--- src/rtl/gray_counter_ctrl_if.sv ---
// ----------------------------------------------------------------------------
// gray_counter_ctrl_if
//
// Purpose: groups the command port, the abort request and the counter status
// outputs of gray_counter_ctrl into one bundle. Clock and reset are left out
// and stay plain ports on the modules.
//
// Signals:
//   cmd_valid  host -> ctrl  command present
//   cmd_ready  ctrl -> host  command accepted when cmd_valid && cmd_ready
//   cmd_op     host -> ctrl  00 START, 01 STEP, 10 LOAD, 11 reserved
//   cmd_data   host -> ctrl  START: limit, LOAD: binary load value
//   abort      host -> ctrl  synchronous stop request
//   gray_out   ctrl -> host  Gray-coded count
//   bin_out    ctrl -> host  binary count
//   busy       ctrl -> host  controller not idle
//   done       ctrl -> host  one-cycle completion pulse
//
// Modports: master (host side), slave (controller side).
// ----------------------------------------------------------------------------
interface gray_counter_ctrl_if #(
   parameter int DATA_WIDTH = 8
);

   logic                  cmd_valid;
   logic                  cmd_ready;
   logic [1:0]            cmd_op;
   logic [DATA_WIDTH-1:0] cmd_data;
   logic                  abort;
   logic [DATA_WIDTH-1:0] gray_out;
   logic [DATA_WIDTH-1:0] bin_out;
   logic                  busy;
   logic                  done;

   modport master (
      output cmd_valid, cmd_op, cmd_data, abort,
      input  cmd_ready, gray_out, bin_out, busy, done
   );

   modport slave (
      input  cmd_valid, cmd_op, cmd_data, abort,
      output cmd_ready, gray_out, bin_out, busy, done
   );

endinterface

--- src/rtl/gray_counter_ctrl.sv ---
// ----------------------------------------------------------------------------
// gray_counter_ctrl
//
// Purpose: command-driven sequencer for a binary counter whose value is also
// presented in Gray code. LOAD and STEP change the count directly while idle;
// START records a limit and counts up to it, wrapping through all-ones to
// zero if needed, then raises done for one cycle. abort stops a run without
// a done pulse.
//
// Ports:
//   clk    in   rising-edge clock
//   rst_n  in   asynchronous active-low reset
//   bus    slave modport of gray_counter_ctrl_if (command port, abort,
//          gray_out, bin_out, busy, done)
//
// Parameters:
//   DATA_WIDTH  counter and command data width (>= 2)
//
// Build option:
//   GRAY_CTRL_REPEAT_EN  when defined, DONE reloads the count captured at
//                        START and runs the same sequence again until abort.
//                        When undefined, DONE always returns to IDLE.
// ----------------------------------------------------------------------------
module gray_counter_ctrl #(
   parameter int DATA_WIDTH = 8
) (
   input  logic                clk,
   input  logic                rst_n,
   gray_counter_ctrl_if.slave  bus
);

   localparam logic [1:0] ST_IDLE = 2'd0;
   localparam logic [1:0] ST_RUN  = 2'd1;
   localparam logic [1:0] ST_DONE = 2'd2;

   localparam logic [1:0] OP_START = 2'b00;
   localparam logic [1:0] OP_STEP  = 2'b01;
   localparam logic [1:0] OP_LOAD  = 2'b10;

   localparam logic [DATA_WIDTH-1:0] ONE = {{(DATA_WIDTH-1){1'b0}}, 1'b1};

   logic [1:0]            state;
   logic [DATA_WIDTH-1:0] bin;
   logic [DATA_WIDTH-1:0] limit;

`ifdef GRAY_CTRL_REPEAT_EN
   logic [DATA_WIDTH-1:0] start_val;
`endif

   // Main sequencer. Commands are only taken in IDLE, which is exactly when
   // cmd_ready is high, so no separate handshake check on ready is needed.
   // In RUN, abort wins over reaching the limit, and reaching the limit wins
   // over incrementing, so the count freezes at the limit for the DONE cycle.
   // Plain modulo addition gives the wrap through all-ones to zero.
   always_ff @(posedge clk or negedge rst_n) begin
      if (!rst_n) begin
         state     <= ST_IDLE;
         bin       <= '0;
         limit     <= '0;
`ifdef GRAY_CTRL_REPEAT_EN
         start_val <= '0;
`endif
      end else begin
         case (state)
            ST_IDLE: begin
               if (bus.cmd_valid) begin
                  case (bus.cmd_op)
                     OP_LOAD: bin <= bus.cmd_data;
                     OP_STEP: bin <= bin + ONE;
                     OP_START: begin
                        limit     <= bus.cmd_data;
`ifdef GRAY_CTRL_REPEAT_EN
                        start_val <= bin;
`endif
                        state     <= ST_RUN;
                     end
                     default: ;
                  endcase
               end
            end

            ST_RUN: begin
               if (bus.abort) begin
                  state <= ST_IDLE;
               end else if (bin == limit) begin
                  state <= ST_DONE;
               end else begin
                  bin <= bin + ONE;
               end
            end

            ST_DONE: begin
`ifdef GRAY_CTRL_REPEAT_EN
               if (bus.abort) begin
                  state <= ST_IDLE;
               end else begin
                  state <= ST_RUN;
                  bin   <= start_val;
               end
`else
               state <= ST_IDLE;
`endif
            end

            default: state <= ST_IDLE;
         endcase
      end
   end

   // Status and count outputs are decoded straight from the registers, so
   // a reset shows up on them without waiting for a clock edge.
   always_comb begin
      bus.cmd_ready = (state == ST_IDLE);
      bus.busy      = (state != ST_IDLE);
      bus.done      = (state == ST_DONE);
      bus.bin_out   = bin;
      bus.gray_out  = bin ^ (bin >> 1);
   end

endmodule

--- src/flat_wrapper.sv ---
// flat-port wrapper written by rule: the top's interface ports become plain ports
module gray_counter_ctrl_flat 
#(
   parameter int DATA_WIDTH = 8
)
  (clk, rst_n, bus_cmd_valid, bus_cmd_op, bus_cmd_data, bus_abort, bus_cmd_ready, bus_gray_out, bus_bin_out, bus_busy, bus_done);
  gray_counter_ctrl_if #(.DATA_WIDTH(DATA_WIDTH)) bus_i ();
  input  logic clk;
  input  logic rst_n;
  input wire logic [$bits(bus_i.cmd_valid)-1:0] bus_cmd_valid;
  input wire logic [$bits(bus_i.cmd_op)-1:0] bus_cmd_op;
  input wire logic [$bits(bus_i.cmd_data)-1:0] bus_cmd_data;
  input wire logic [$bits(bus_i.abort)-1:0] bus_abort;
  output wire logic [$bits(bus_i.cmd_ready)-1:0] bus_cmd_ready;
  output wire logic [$bits(bus_i.gray_out)-1:0] bus_gray_out;
  output wire logic [$bits(bus_i.bin_out)-1:0] bus_bin_out;
  output wire logic [$bits(bus_i.busy)-1:0] bus_busy;
  output wire logic [$bits(bus_i.done)-1:0] bus_done;
  assign bus_i.cmd_valid = bus_cmd_valid;
  assign bus_i.cmd_op = bus_cmd_op;
  assign bus_i.cmd_data = bus_cmd_data;
  assign bus_i.abort = bus_abort;
  assign bus_cmd_ready = bus_i.cmd_ready;
  assign bus_gray_out = bus_i.gray_out;
  assign bus_bin_out = bus_i.bin_out;
  assign bus_busy = bus_i.busy;
  assign bus_done = bus_i.done;
  gray_counter_ctrl #(.DATA_WIDTH(DATA_WIDTH)) u_core (.clk(clk), .rst_n(rst_n), .bus(bus_i));
endmodule
--- config.mk ---
export PLATFORM = sky130hd
export DESIGN_NAME = gray_counter_ctrl_flat
export DESIGN_NICKNAME = d
export VERILOG_FILES = /design/src/rtl/gray_counter_ctrl_if.sv /design/src/rtl/gray_counter_ctrl.sv /design/src/flat_wrapper.sv
export SDC_FILE = /design/constraint.sdc
export NUM_CORES = 1
export LEC_CHECK = 0
export BUFFER_PORTS_ARGS = -buffer_cell sky130_fd_sc_hd__buf_2
export CELL_PAD_IN_SITES_DETAIL_PLACEMENT = 1
export CELL_PAD_IN_SITES_GLOBAL_PLACEMENT = 2
export CORE_MARGIN = 2
export CORE_UTILIZATION = 31
export DETAILED_ROUTE_END_ITERATION = 16
export GPL_TIMING_DRIVEN = 0
export PLACE_DENSITY = 0.86
export SLEW_MARGIN = 20
export SYNTH_ARGS = -nofsm -noshare
export SYNTH_HDL_FRONTEND = slang
export SYNTH_SLANG_ARGS = --single-unit
--- constraint.sdc ---
create_clock -name clk -period 2.5 [get_ports clk]
set_clock_uncertainty 0.15 [all_clocks]
set_input_delay 0.5 -clock clk [delete_from_list [all_inputs] [get_ports clk]]
set_output_delay 0.5 -clock clk [all_outputs]
set_load 0.05 [all_outputs]
# --- Yosys cells after proc, flatten, opt, wreduce, memory -nomap -nowiden ---
# Cells that the tools add are included.
classes:
  n_addsub: 1
  mul: 0
  n_div: 0
  order_cmp: 0
  n_eq_ne: 11
  shift: 0
  n_mux: 10
  bitwise: 1
  n_reduce_logical: 7
op_table:
  columns: ["op", "count"]
  rows:
  - ["$pmux 8 s2", 2]
  - ["$mux 8", 3]
  - ["$add 8x1->8 const B", 1]
  - ["$eq 8x8->1", 1]
  - ["$mux 2", 4]
  - ["$xor 8x7->8", 1]
  - ["$ne 2x2->1 const B", 3]
  - ["$reduce_and 3->1", 2]
  - ["$reduce_and 5->1", 1]
  - ["$eq 2x1->1 const B", 2]
  - ["$eq 2x2->1 const B", 2]
  - ["$logic_not 2->1", 2]
  - ["$pmux 2 s2", 1]
  - ["$reduce_bool 2->1", 2]
  - ["$ne 3x1->1 const B", 1]
  - ["$ne 3x2->1 const B", 1]
  - ["$ne 2x1->1 const B", 1]
totals:
  ff_bits: 18
  latch_bits: 0
  mem_bits_rw: 0
  mem_bits_ro: 0
  in_bits: 14
  out_inout_bits: 19
  word_cells: 33
  n_memories: 0

# --- Depth between registers and ports, before layout ---
depth:
  depth_word: 4
  depth_mapped: 6

# --- Worst setup path before layout ---
# No wires, ideal clock.
synth_path:
  path_kind: "reg2out"
  startpoint: "register u_core.bin[6], in the netlist u_core.bus.bin_out[6]"
  endpoint: "output port bus_gray_out[6]"
  t_arrival_ns: 1.515
  required_time_ns: 1.850
  setup_slack_ns: 0.335
  stages_incl_launch_ff: 2
  cell_sequence: "dfrtp_1 xor2_1"
synth_between:
  elab_chain_len: 1
synth_lines:
  columns: ["item", "line_no", "text"]
  rows:
  - ["start: declaration", "gray_counter_ctrl.sv:43", "logic [DATA_WIDTH-1:0] bin;"]
  - ["start signal: assignment", "gray_counter_ctrl.sv:68", "OP_LOAD: bin <= bus.cmd_data;"]
  - ["start signal: assignment", "gray_counter_ctrl.sv:69", "OP_STEP: bin <= bin + ONE;"]
  - ["start signal: assignment", "gray_counter_ctrl.sv:88", "bin <= bin + ONE;"]
  - ["$xor 8x7->8", "gray_counter_ctrl.sv:117", "bus.gray_out = bin ^ (bin >> 1);"]
  - ["end: declaration", "flat_wrapper.sv:15", "output wire logic [$bits(bus_i.gray_out)-1:0] bus_gray_out;"]
# Every way passes these cells.

# --- Final worst setup path ---
layout_path:
  startpoint: "register u_core.bin[5], in the netlist u_core.bus.bin_out[5]"
  endpoint: "output port bus_gray_out[5]"
# Same word-level chain as after synthesis.

==> results.yml <==
critical_path:
  crit_chain: "ha_1 > buf_2"
  cpMaxStageDelayCell: "dfrtp_1"
  r2r-start: "u_core.bus.bin_out[3]"
  worst-path-stages: 2
  setup.worst_path.class: "reg2out"
  cp.arrival_ps: 1310
  crit_buf_inv: 1
  critical-path-top-delay-family: "flip-flops"
  endpoint: "bus_gray_out[5]"
  end_kind: "primary output"
  cp.required_ps: 1850
  worst_setup_path_start_kind: "register"
  regToRegSetupSlack_ps: 550
  slowest_delay_ps: 470
  worstSetupStartpoint: "u_core.bus.bin_out[5]"
  r2r_end: "u_core.bus.bin_out[1]"
  reg2regPathDepth: 5
  crit_path_max_fanout: 6
clock_tree:
  clock_latency_ps: 260
  ctsHtreeMaxLevel: 1
  cts_setup_buffers: 0
  ctsResizeCount: 0
  numCtsBuffers: 3
  cts.clk_slew.worst_paths_ps: 80
  clk_path_buf_depth: 2
  ctsHoldBuffers: 0
  clock_sinks: 18
  cts-root-buf: "clkbuf_8"
  tritoncts: "yes"
placed_design:
  port_buffers: 32
  dp.final_hpwl_um: 2270
  placed_cells: 189
  placed_cell_area_um2: 1360
  gp_congestion: 0.794
worst_hold_path:
  hold_class: "in2async"
timing:
  max-slew-margin-rel: 0.636
  rsz0062_at_grt: "false"
  hold_violations: 0
  fmax_mhz: 509
  fin_hold_ws_ps: 10.9
  setup_viol_count_final: 0
  drv_slew: 0
  post-route-period-util: 0.785
  min_period_ps: 1960
  tns_ps: 0
  max_slew.worst_pin.slew_ps: 544
synthesis:
  syn_area_um2: 1140
  synth_most_common_cell: "dfrtp_1"
  synth.area.top_cells: "dfrtp_1 39%, mux2_2 8.9%, xor2_1 7.7%"
  async_reset_ff_frac: 1.00
  ys_seq_area_frac: 0.394
  yosysTopAreaCellShare: 0.394
  yosysTopAreaCell: "dfrtp_1"
  ys_types: 33
  synth_seq_cells: 18
  synth.cells.most_frequent: "18 x dfrtp_1, 10 x nand2_1, 10 x xor2_1"
  dominantRegCellSynth: "dfrtp_1"
  avgSynthCellArea_um2: 10.5
  synth_nets: 129
  ys_warn_count: 0
  synth_edf_count: 0
  syn_inst: 109
final_layout:
  diodes: 0
  fin_cells: 193
  layout-drive-gt1-share: 0.386
  layout.nets: 166
  design_area_um2: 1420
  syn_to_final_growth_pct: 24.1
floorplan:
  die_area_um2: 4190
  start_util: 0.317
  die_x_um: 64.7
  rows: 22
  coreArea_um2: 3610
  die_y_um: 64.7
  io_pins: 33
global_route:
  grt_remaining_overflow: 0
  grt_pass1_wl_um: 5020
  grt_pass1_vias: 1022
  grt_usage: 0.159
  grt_max_degree: 19
  antenna_found_initial: 0
drt:
  wl_um: 3000
  vias: 967
  first_pass_iters: 4
  ant_nets: 0
  remaining_drc_errors: 0
  drt-initial-drc-count: 27
  post_drt_wl_per_cell_um: 15.5
  via_per_inst: 5.01
power:
  p_leak_nw: 0.666
  ir_worst_vdd_mv: 0.850
  powerDensity_nw_per_um2: 1380
  total_power_mw: 1.96
run_status:
  status: "completed"
flow_run:
  cap_viol_max_count: 0
flip-flops by register name (all words and copies together), names as in the netlist:
name	flops
u_core.limit	8
u_core.bus.bin_out	8
u_core.state	2
metrics by stage:
stage	setup WS, ps	util
2_1_floorplan	335	-
3_3_place_gp	434	0.378
3_5_place_dp	386	0.378
4_1_cts	521	0.393
5_1_grt	479	0.393
6_report	537	0.393
where the power goes:
part | total [mW] | switching, mW | internal (mW)
combinational | 1.21 | 0.890 | 0.324
sequential | 0.500 | 0.124 | 0.377
clock | 0.250 | 0.110 | 0.140
total | 1.96 | 1.12 | 0.841
kinds of logic after synthesis:
kind of cell	count (synthesis)	synth area share
buf+inv	7	0.0284
compound gates	20	0.129
flops	18	0.394
xor+xnor	10	0.0766
mux	12	0.119
fa+ha+maj	6	0.0656
simple gates	36	0.187
worst min-delay path by stage:
stage          start                    end  slack [ps]  cells after the start
2_1_floorplan  rst_n  u_core.bus.bin_out[0]          50                      0
3_3_place_gp   rst_n        u_core.limit[0]         310                      1
3_5_place_dp   rst_n        u_core.limit[0]         320                      1
4_1_cts        rst_n        u_core.limit[0]          30                      1
5_1_grt        rst_n        u_core.state[1]          50                      1
6_report       rst_n        u_core.limit[0]          10                      1
placed cells by master (no fill, tap or decap):
master    synthesis  routed
a211oi_1          2       2
a21oi_1           4       4
a22o_1            1       1
a31oi_1           3       3
a31oi_4           1       1
a41o_1            1       1
and3_4            1       1
buf_2             2      34
buf_4             1       1
clkbuf_8          0       4
dfrtp_1          18      18
ha_1              6       6
inv_1             4       4
mux2_2            9       9
mux2_4            1       1
mux2i_1           2       2
nand2_1          10      10
nand2b_1          1       1
nand3_1           7       7
nand4_1           3       3
nor2_1            7       7
nor2_2            1       1
nor2_4            1       1
nor2b_1           1       1
nor3_1            1       1
nor3b_1           1       1
nor4_4            2       2
o21ai_0           3       3
o21ai_1           1       1
o21ai_2           1       1
o31ai_1           1       1
o32ai_1           1       1
o41ai_1           1       1
xor2_1           10      10
layer usage:
metal | share of wire | vias to the layer above | wire (um) | global-route usage
li1 | - | 466 | - | -
met1 | 0.44 | 475 | 1320 | 0.200
met2 | 0.51 | 21 | 1520 | 0.273
met3 | 0.033 | 5 | 100 | 0.0174
met4 | 0.019 | 0 | 57 | 0.0718
met5 | 0 | - | 0 | 0
area by class of cell:
type                    count  area, um^2
inverters                   4        15.0
well taps                  48        60.1
repair buffers             32         160
clock buffers               4        55.1
multi-input cells          84         661
flip-flops and latches     18         450
plain buffers               3        17.5
fillers                   433        2190
Power figures use the tool's default switching activity.
